`config.mk`:
```
export PLATFORM = sky130hd
export DESIGN_NAME = oper_result_pipe_flat
export DESIGN_NICKNAME = d
export VERILOG_FILES = /design/src/rtl/oper_result_pipe_if.sv /design/src/rtl/oper_result_pipe.sv /design/src/flat_wrapper.sv
export SDC_FILE = /design/constraint.sdc
export NUM_CORES = 1
export LEC_CHECK = 0
export BUFFER_PORTS_ARGS = -buffer_cell sky130_fd_sc_hd__buf_2
export CORE_MARGIN = 3
export CORE_UTILIZATION = 25
export CTS_CLUSTER_DIAMETER = 150
export DETAILED_ROUTE_END_ITERATION = 8
export MAX_ROUTING_LAYER = met4
export SLEW_MARGIN = 30
export SYNTH_ARGS = -nofsm -noshare
export SYNTH_HDL_FRONTEND = slang
export SYNTH_SLANG_ARGS = --single-unit
```
`constraint.sdc`:
```
create_clock -name clk -period 3.8 [get_ports clk]
set_input_delay 0.76 -clock clk [delete_from_list [all_inputs] [get_ports clk]]
set_output_delay 0.76 -clock clk [all_outputs]
set_load 0.02 [all_outputs]
```
`src/rtl/oper_result_pipe_if.sv`:
```
// Handshake and data bundle for oper_result_pipe: operand side, result side and flags.
// With OPER_PARITY_CHK_EN defined the bundle also carries in_par and par_err.
interface oper_result_pipe_if;
    logic       in_valid;
    logic       in_ready;
    logic [3:0] op;
    logic [3:0] a;
    logic [3:0] b;
    logic       out_valid;
    logic       out_ready;
    logic [7:0] result;
    logic       carry;
    logic       zero;
    logic       err;
`ifdef OPER_PARITY_CHK_EN
    logic       in_par;
    logic       par_err;

    modport master (
        output in_valid, op, a, b, in_par, out_ready,
        input  in_ready, out_valid, result, carry, zero, err, par_err
    );
    modport slave (
        input  in_valid, op, a, b, in_par, out_ready,
        output in_ready, out_valid, result, carry, zero, err, par_err
    );
`else
    modport master (
        output in_valid, op, a, b, out_ready,
        input  in_ready, out_valid, result, carry, zero, err
    );
    modport slave (
        input  in_valid, op, a, b, out_ready,
        output in_ready, out_valid, result, carry, zero, err
    );
`endif
endinterface

```
`src/rtl/oper_result_pipe.sv`:
```
// Two-stage valid/ready operand-to-result pipe for the 4-bit operator block, with saturating
// transaction/error counters. Define OPER_PARITY_CHK_EN to add the in_par / par_err check.
module oper_result_pipe #(
    parameter int CNT_W = 16,
    parameter int ERR_W = 8
) (
    input  logic               clk,
    input  logic               rst_n,
    input  logic               clr_i,
    oper_result_pipe_if.slave  bus_io,
    output logic [CNT_W-1:0]   op_cnt_o,
    output logic [ERR_W-1:0]   err_cnt_o
);

    typedef enum logic [3:0] {
        OP_ADD  = 4'd0,
        OP_SUB  = 4'd1,
        OP_MUL  = 4'd2,
        OP_AND  = 4'd3,
        OP_OR   = 4'd4,
        OP_XOR  = 4'd5,
        OP_NOT  = 4'd6,
        OP_SHR  = 4'd7,
        OP_SHL  = 4'd8,
        OP_CMP  = 4'd9,
        OP_LAND = 4'd10,
        OP_PAR  = 4'd11
    } op_e;

    typedef struct packed {
        logic [7:0] result;
        logic       carry;
        logic       zero;
        logic       err;
    } res_t;

    localparam logic [CNT_W-1:0] CNT_MAX = '1;
    localparam logic [ERR_W-1:0] ERR_MAX = '1;

    logic             s1_valid_q;
    logic [3:0]       s1_op_q;
    logic [3:0]       s1_a_q;
    logic [3:0]       s1_b_q;
    logic             s1_par_bad_q;
    logic             s2_valid_q;
    res_t             res_q;
    res_t             res_d;
    logic [4:0]       sum5;
    logic [4:0]       diff5;
    logic [CNT_W-1:0] op_cnt_q, op_cnt_d;
    logic [ERR_W-1:0] err_cnt_q, err_cnt_d;

    logic s2_adv;
    logic s1_adv;
    logic in_xfer;
    logic in_illegal;
    logic in_par_bad;

    // Stage 2 frees up when empty or draining; stage 1 when empty or moving into stage 2.
    assign s2_adv     = !s2_valid_q || bus_io.out_ready;
    assign s1_adv     = !s1_valid_q || s2_adv;
    assign in_xfer    = bus_io.in_valid && s1_adv;
    assign in_illegal = (bus_io.op >= 4'd12);

`ifdef OPER_PARITY_CHK_EN
    assign in_par_bad = bus_io.in_par != (^{bus_io.op, bus_io.a, bus_io.b});
`else
    assign in_par_bad = 1'b0;
`endif

    // NOTE: sequential state uses non-blocking (<=) so every register samples pre-edge values.
    always_ff @(posedge clk) begin
        if (!rst_n) begin
            s1_valid_q <= 1'b0;
        end else if (s1_adv) begin
            s1_valid_q <= bus_io.in_valid;
        end
    end

    // NOTE: stage-1 payload has no reset; it is never observed unless s1_valid_q qualifies it.
    always_ff @(posedge clk) begin
        if (in_xfer) begin
            s1_op_q      <= bus_io.op;
            s1_a_q       <= bus_io.a;
            s1_b_q       <= bus_io.b;
            s1_par_bad_q <= in_par_bad;
        end
    end

    // NOTE: every always_comb output gets a default first so no path infers a latch.
    always_comb begin
        sum5  = {1'b0, s1_a_q} + {1'b0, s1_b_q};
        diff5 = {1'b0, s1_a_q} - {1'b0, s1_b_q};
        res_d = '0;
        case (s1_op_q)
            OP_ADD: begin
                res_d.result = {3'b000, sum5};
                res_d.carry  = sum5[4];
            end
            OP_SUB: begin
                res_d.result = {3'b000, diff5};
                res_d.carry  = (s1_a_q < s1_b_q);
            end
            OP_MUL:  res_d.result = {4'h0, s1_a_q} * {4'h0, s1_b_q};
            OP_AND:  res_d.result = {4'h0, s1_a_q & s1_b_q};
            OP_OR:   res_d.result = {4'h0, s1_a_q | s1_b_q};
            OP_XOR:  res_d.result = {4'h0, s1_a_q ^ s1_b_q};
            OP_NOT:  res_d.result = {4'h0, ~s1_a_q};
            OP_SHR:  res_d.result = {5'b00000, s1_a_q[3:1]};
            OP_SHL:  res_d.result = {4'h0, s1_a_q[2:0], 1'b0};
            OP_CMP:  res_d.result = {5'b00000, (s1_a_q < s1_b_q), (s1_a_q > s1_b_q),
                                     (s1_a_q == s1_b_q)};
            OP_LAND: res_d.result = {7'b0000000, (s1_a_q != 4'h0) && (s1_b_q != 4'h0)};
            OP_PAR:  res_d.result = {7'b0000000, ^s1_a_q};
            default: res_d.err = 1'b1;
        endcase
        if (s1_par_bad_q) begin
            res_d.result = '0;
            res_d.carry  = 1'b0;
        end
        res_d.zero = (res_d.result == 8'h00);
    end

    // Result and flags only move when stage 2 advances, so they hold while out_ready is low.
    always_ff @(posedge clk) begin
        if (!rst_n) begin
            s2_valid_q <= 1'b0;
            res_q      <= '0;
        end else if (s2_adv) begin
            s2_valid_q <= s1_valid_q;
            if (s1_valid_q) begin
                res_q <= res_d;
            end
        end
    end

`ifdef OPER_PARITY_CHK_EN
    logic par_err_q;

    always_ff @(posedge clk) begin
        if (!rst_n) begin
            par_err_q <= 1'b0;
        end else if (s2_adv && s1_valid_q) begin
            par_err_q <= s1_par_bad_q;
        end
    end

    assign bus_io.par_err = par_err_q;
`endif

    // Clear wins over a same-edge increment; that transfer goes uncounted.
    always_comb begin
        op_cnt_d  = op_cnt_q;
        err_cnt_d = err_cnt_q;
        if (clr_i) begin
            op_cnt_d  = '0;
            err_cnt_d = '0;
        end else if (in_xfer) begin
            if (op_cnt_q != CNT_MAX) begin
                op_cnt_d = op_cnt_q + 1'b1;
            end
            if ((in_illegal || in_par_bad) && (err_cnt_q != ERR_MAX)) begin
                err_cnt_d = err_cnt_q + 1'b1;
            end
        end
    end

    always_ff @(posedge clk) begin
        if (!rst_n) begin
            op_cnt_q  <= '0;
            err_cnt_q <= '0;
        end else begin
            op_cnt_q  <= op_cnt_d;
            err_cnt_q <= err_cnt_d;
        end
    end

    assign bus_io.in_ready  = s1_adv;
    assign bus_io.out_valid = s2_valid_q;
    assign bus_io.result    = res_q.result;
    assign bus_io.carry     = res_q.carry;
    assign bus_io.zero      = res_q.zero;
    assign bus_io.err       = res_q.err;
    assign op_cnt_o         = op_cnt_q;
    assign err_cnt_o        = err_cnt_q;

endmodule

```
`src/flat_wrapper.sv`:
```
// flat-port wrapper written by rule: the top's interface ports become plain ports
module oper_result_pipe_flat 
#(
    parameter int CNT_W = 16,
    parameter int ERR_W = 8
)
  (clk, rst_n, clr_i, op_cnt_o, err_cnt_o, bus_io_in_valid, bus_io_op, bus_io_a, bus_io_b, bus_io_out_ready, bus_io_in_ready, bus_io_out_valid, bus_io_result, bus_io_carry, bus_io_zero, bus_io_err);
  oper_result_pipe_if bus_io_i ();
  input  logic clk;
  input  logic rst_n;
  input  logic clr_i;
  output logic [CNT_W-1:0] op_cnt_o;
  output logic [ERR_W-1:0] err_cnt_o;
  input wire logic [$bits(bus_io_i.in_valid)-1:0] bus_io_in_valid;
  input wire logic [$bits(bus_io_i.op)-1:0] bus_io_op;
  input wire logic [$bits(bus_io_i.a)-1:0] bus_io_a;
  input wire logic [$bits(bus_io_i.b)-1:0] bus_io_b;
  input wire logic [$bits(bus_io_i.out_ready)-1:0] bus_io_out_ready;
  output wire logic [$bits(bus_io_i.in_ready)-1:0] bus_io_in_ready;
  output wire logic [$bits(bus_io_i.out_valid)-1:0] bus_io_out_valid;
  output wire logic [$bits(bus_io_i.result)-1:0] bus_io_result;
  output wire logic [$bits(bus_io_i.carry)-1:0] bus_io_carry;
  output wire logic [$bits(bus_io_i.zero)-1:0] bus_io_zero;
  output wire logic [$bits(bus_io_i.err)-1:0] bus_io_err;
  assign bus_io_i.in_valid = bus_io_in_valid;
  assign bus_io_i.op = bus_io_op;
  assign bus_io_i.a = bus_io_a;
  assign bus_io_i.b = bus_io_b;
  assign bus_io_i.out_ready = bus_io_out_ready;
  assign bus_io_in_ready = bus_io_i.in_ready;
  assign bus_io_out_valid = bus_io_i.out_valid;
  assign bus_io_result = bus_io_i.result;
  assign bus_io_carry = bus_io_i.carry;
  assign bus_io_zero = bus_io_i.zero;
  assign bus_io_err = bus_io_i.err;
  oper_result_pipe #(.CNT_W(CNT_W), .ERR_W(ERR_W)) u_core (.clk(clk), .rst_n(rst_n), .clr_i(clr_i), .bus_io(bus_io_i), .op_cnt_o(op_cnt_o), .err_cnt_o(err_cnt_o));
endmodule
```
==> impl_metrics.json <==
{
  "cp.required_ns": 4.04,
  "min_path_type": "reg2reg",
  "grt_pass1_vias": 2677,
  "wl_met3_microns": 397,
  "rsz0062_at_grt": "no",
  "fmax_mhz": 288,
  "synth_common_cells": "nor2_1 (43), dfxtp_1 (37), ha_1 (28)",
  "synth_top_area_cell": "dfxtp_1",
  "clkSinkCount": 49,
  "fp.dieW_microns": 121,
  "ctsResizeCount": 0,
  "leakage_nw": 1.65,
  "yosys-top-cells-area": "dfxtp_1 (23%), edfxtp_1 (11%), ha_1 (11%)",
  "start_util_pct": 25.9,
  "fin_nets": 450,
  "grt_max_degree": 25,
  "fin_crit_ns": 3.47,
  "reg2reg_from": "u_core.s1_a_q[0]$_DFFE_PP_",
  "peakVddDrop_mv": 0.131,
  "multi_input_area_sq_um": 2000,
  "relSlewSlack_pct": 43.0,
  "holdPathEnd": "u_core.bus_io.result[5]$_SDFFE_PN0P_",
  "hold_depth": 2,
  "routabilityCongestion": 0.898,
  "core_area_sq_um": 12700,
  "async_reset_ff_share_pct": 0,
  "grt_util_all_layers_pct": 11.8,
  "fp.dieH_microns": 121,
  "postCtsSetupRepairBufs": 0,
  "utilization_pct": 30.2,
  "worstMarginPinSlew_ns": 0.856,
  "yosysUniqueCellTypes": 61,
  "clock-root-buffer": "clkbuf_16",
  "finalSetupViolCount": 0,
  "register_area_sq_um": 1100,
  "rr_endpoint": "u_core.bus_io.zero$_SDFFE_PN0P_",
  "synth_xor_area_share_pct": 7.19,
  "synth-simple-area-share_pct": 23.0,
  "gr-total-overflow": 0,
  "maxSlewViolCount": 0,
  "min_period_over_period_pct": 91.4,
  "synth_most_common_cell": "nor2_1",
  "hold_start": "u_core.bus_io.result[5]$_SDFFE_PN0P_",
  "dr.pass1.iters": 4,
  "wl_per_cell_microns": 14.1,
  "hold_buffers": 0,
  "clockBufferDepth": 2,
  "via_count": 2744,
  "synth_area_sq_um": 3290,
  "crit_path_start_kind": "register",
  "synth_top_family_by_area": "simple AND/OR/NAND/NOR gates",
  "drt_iter0_markers": 118,
  "synthMuxAreaShare_pct": 2.21,
  "critPathKind": "reg2reg",
  "nFillCells": 1385,
  "worst-path-max-fanout": 5,
  "drive_gt1_share_pct": 19.5,
  "post-route-drc-count": 0,
  "critical-path-top-delay-family": "adder cells",
  "area_delta_synth_final_pct": 16.9,
  "ant_nets": 0,
  "met1Wirelength_microns": 3630,
  "synthCells": 350,
  "dpl.hpwl_microns": 6330,
  "ys_warn_count": 0,
  "highest_layer": "met4",
  "fin_worst_skew_ns": 0.00937,
  "status": "finished, final reports clean",
  "synth_nets": 401,
  "synthAdderAreaFrac_pct": 14.3,
  "placedInstanceArea_sq_um": 3690,
  "grt_pass1_wl_microns": 13500,
  "clock_latency_ns": 0.29,
  "avgSynthCellArea_sq_um": 9.40,
  "ys_seq_elements": 49,
  "antenna_found_initial": 0,
  "wl_microns": 8080,
  "hold_violations": 0,
  "p_per_area_nw_per_um2": 329,
  "synth_edf_count": 12,
  "io_buffers": 53,
  "io_pins": 54,
  "worst_path_largest_cell_delay_ns": 0.57,
  "critPathSlowestCell": "fa_1",
  "setup_tns_ns": 0,
  "path_cells": "nand2_1 > fa_1 > inv_1 > fa_1 > inv_1 > fa_1 > nand2b_1 > and3_1 > a211oi_1 > nor4bb_1 > and4_1 > a32o_2",
  "ys.flop_type": "dfxtp_1",
  "yosys.area.top_type_share_pct": 22.5,
  "h-tree-depth": 2,
  "path_buf_inv": 2,
  "rows": 41,
  "wl_met2_microns": 3850,
  "maxCapViolations": 0,
  "vias_per_cell": 4.80,
  "critPathMostFrequentCell": "fa_1",
  "antenna_cells": 0,
  "die_area_sq_um": 14600,
  "synth_compound_area_share_pct": 14.2,
  "worstPathArrival_ns": 3.71,
  "final_cell_area_sq_um": 3850,
  "r2r_slack_ns": 0.33,
  "ys_seq_area_share_pct": 33.5,
  "ff2ff_path_depth": 12,
  "cts_tree": "done",
  "worstSetupEndpointType": "register",
  "path_clk_slew_ns": 0.07,
  "cts_buffers": 5
}
## worst min-delay path: stages, from the launching register on
cell	delay, ns
dfxtp_1	0.31
nand2_1	0.04
a21boi_0	0.06
## stage by stage
stage / hold WS (ns) / setup slack, ns / total power, mW / instances
global placement: 0.454 / 0.498 / 0.815 / 563
detailed placement: 0.464 / 0.322 / 0.817 / 563
global route: 0.495 / 0.0578 / 1.33 / 572
CTS: 0.472 / 0.340 / 1.28 / 571
finish: 0.461 / 0.327 / 1.26 / 572
floorplan: 0.457 / 0.550 / 0.758 / 350
## cell families (layout without fill, tap and decap cells)
logic type,Yosys count,count (layout)
xor+xnor,27,27
fa+ha+maj,34,34
simple gates,139,139
mux,6,6
buf+inv,38,88
flops,49,49
compound gates,57,57
## report_power, final
group,leakage [nW],switching [mW],internal (mW)
sequential,0.417,0.0266,0.551
clock,0.0744,0.193,0.263
combinational,1.16,0.134,0.0973
total,1.65,0.353,0.911
## layout make-up
cell class,instances,area share (%)
multi-input combinational,263,52.1
sequential,49,28.6
timing repair buffer,55,7.38
tap,172,5.59
clock buffer,7,3.71
inverter,25,2.44
clock inverter,1,0.163
## metal layers
| metal | GRT usage (%) | vias to the layer above |
|---|---|---|
| met5 | - | - |
| met4 | 3.90 | 0 |
| met3 | 2.67 | 16 |
| met2 | 18.4 | 80 |
| met1 | 15.2 | 1311 |
| li1 | - | 1337 |
## sequential cells by signal (all words and copies together) (netlist names), 4 cells and up
name / flops
u_core.s1_op_q: 4
u_core.err_cnt_o: 8
u_core.op_cnt_o: 16
u_core.s1_b_q: 4
u_core.bus_io.result: 8
u_core.s1_a_q: 4
## worst max path at each step
stage	from	endpoint	slack (ns)	cells past startpoint
global placement	u_core.s1_a_q[2]$_DFFE_PP_	u_core.bus_io.zero$_SDFFE_PN0P_	0.50	12
finish	u_core.s1_a_q[0]$_DFFE_PP_	u_core.bus_io.zero$_SDFFE_PN0P_	0.33	12
floorplan	u_core.s1_a_q[1]$_DFFE_PP_	u_core.bus_io.zero$_SDFFE_PN0P_	0.55	12
CTS	u_core.s1_a_q[0]$_DFFE_PP_	u_core.bus_io.zero$_SDFFE_PN0P_	0.34	12
detailed placement	u_core.s1_a_q[0]$_DFFE_PP_	u_core.bus_io.zero$_SDFFE_PN0P_	0.32	12
global route	u_core.s1_a_q[0]$_DFFE_PP_	u_core.bus_io.zero$_SDFFE_PN0P_	0.06	12
## cells in the final DEF (no fill, tap or decap), types with 2 or more instances in the layout
master     count
buf_2         53
nor2_1        43
dfxtp_1       37
ha_1          28
nand2_1       25
inv_1         24
xor2_1        20
nand4_1       15
a21oi_1       12
edfxtp_1      12
nand3_1       10
nand2b_1       8
o21ai_0        8
a21boi_0       7
xnor2_1        7
a31oi_1        6
fa_1           6
and3_1         5
mux2i_1        5
nor2b_1        5
clkbuf_16      5
nor3_1         4
nand3b_1       3
nor4bb_1       3
a211oi_1       3
and2_1         2
or2b_1         2
a211o_1        2
o221ai_1       2
or4_4          2
and4_1         2
o211a_1        2
Note: power is estimated with default switching activity, not from simulation.
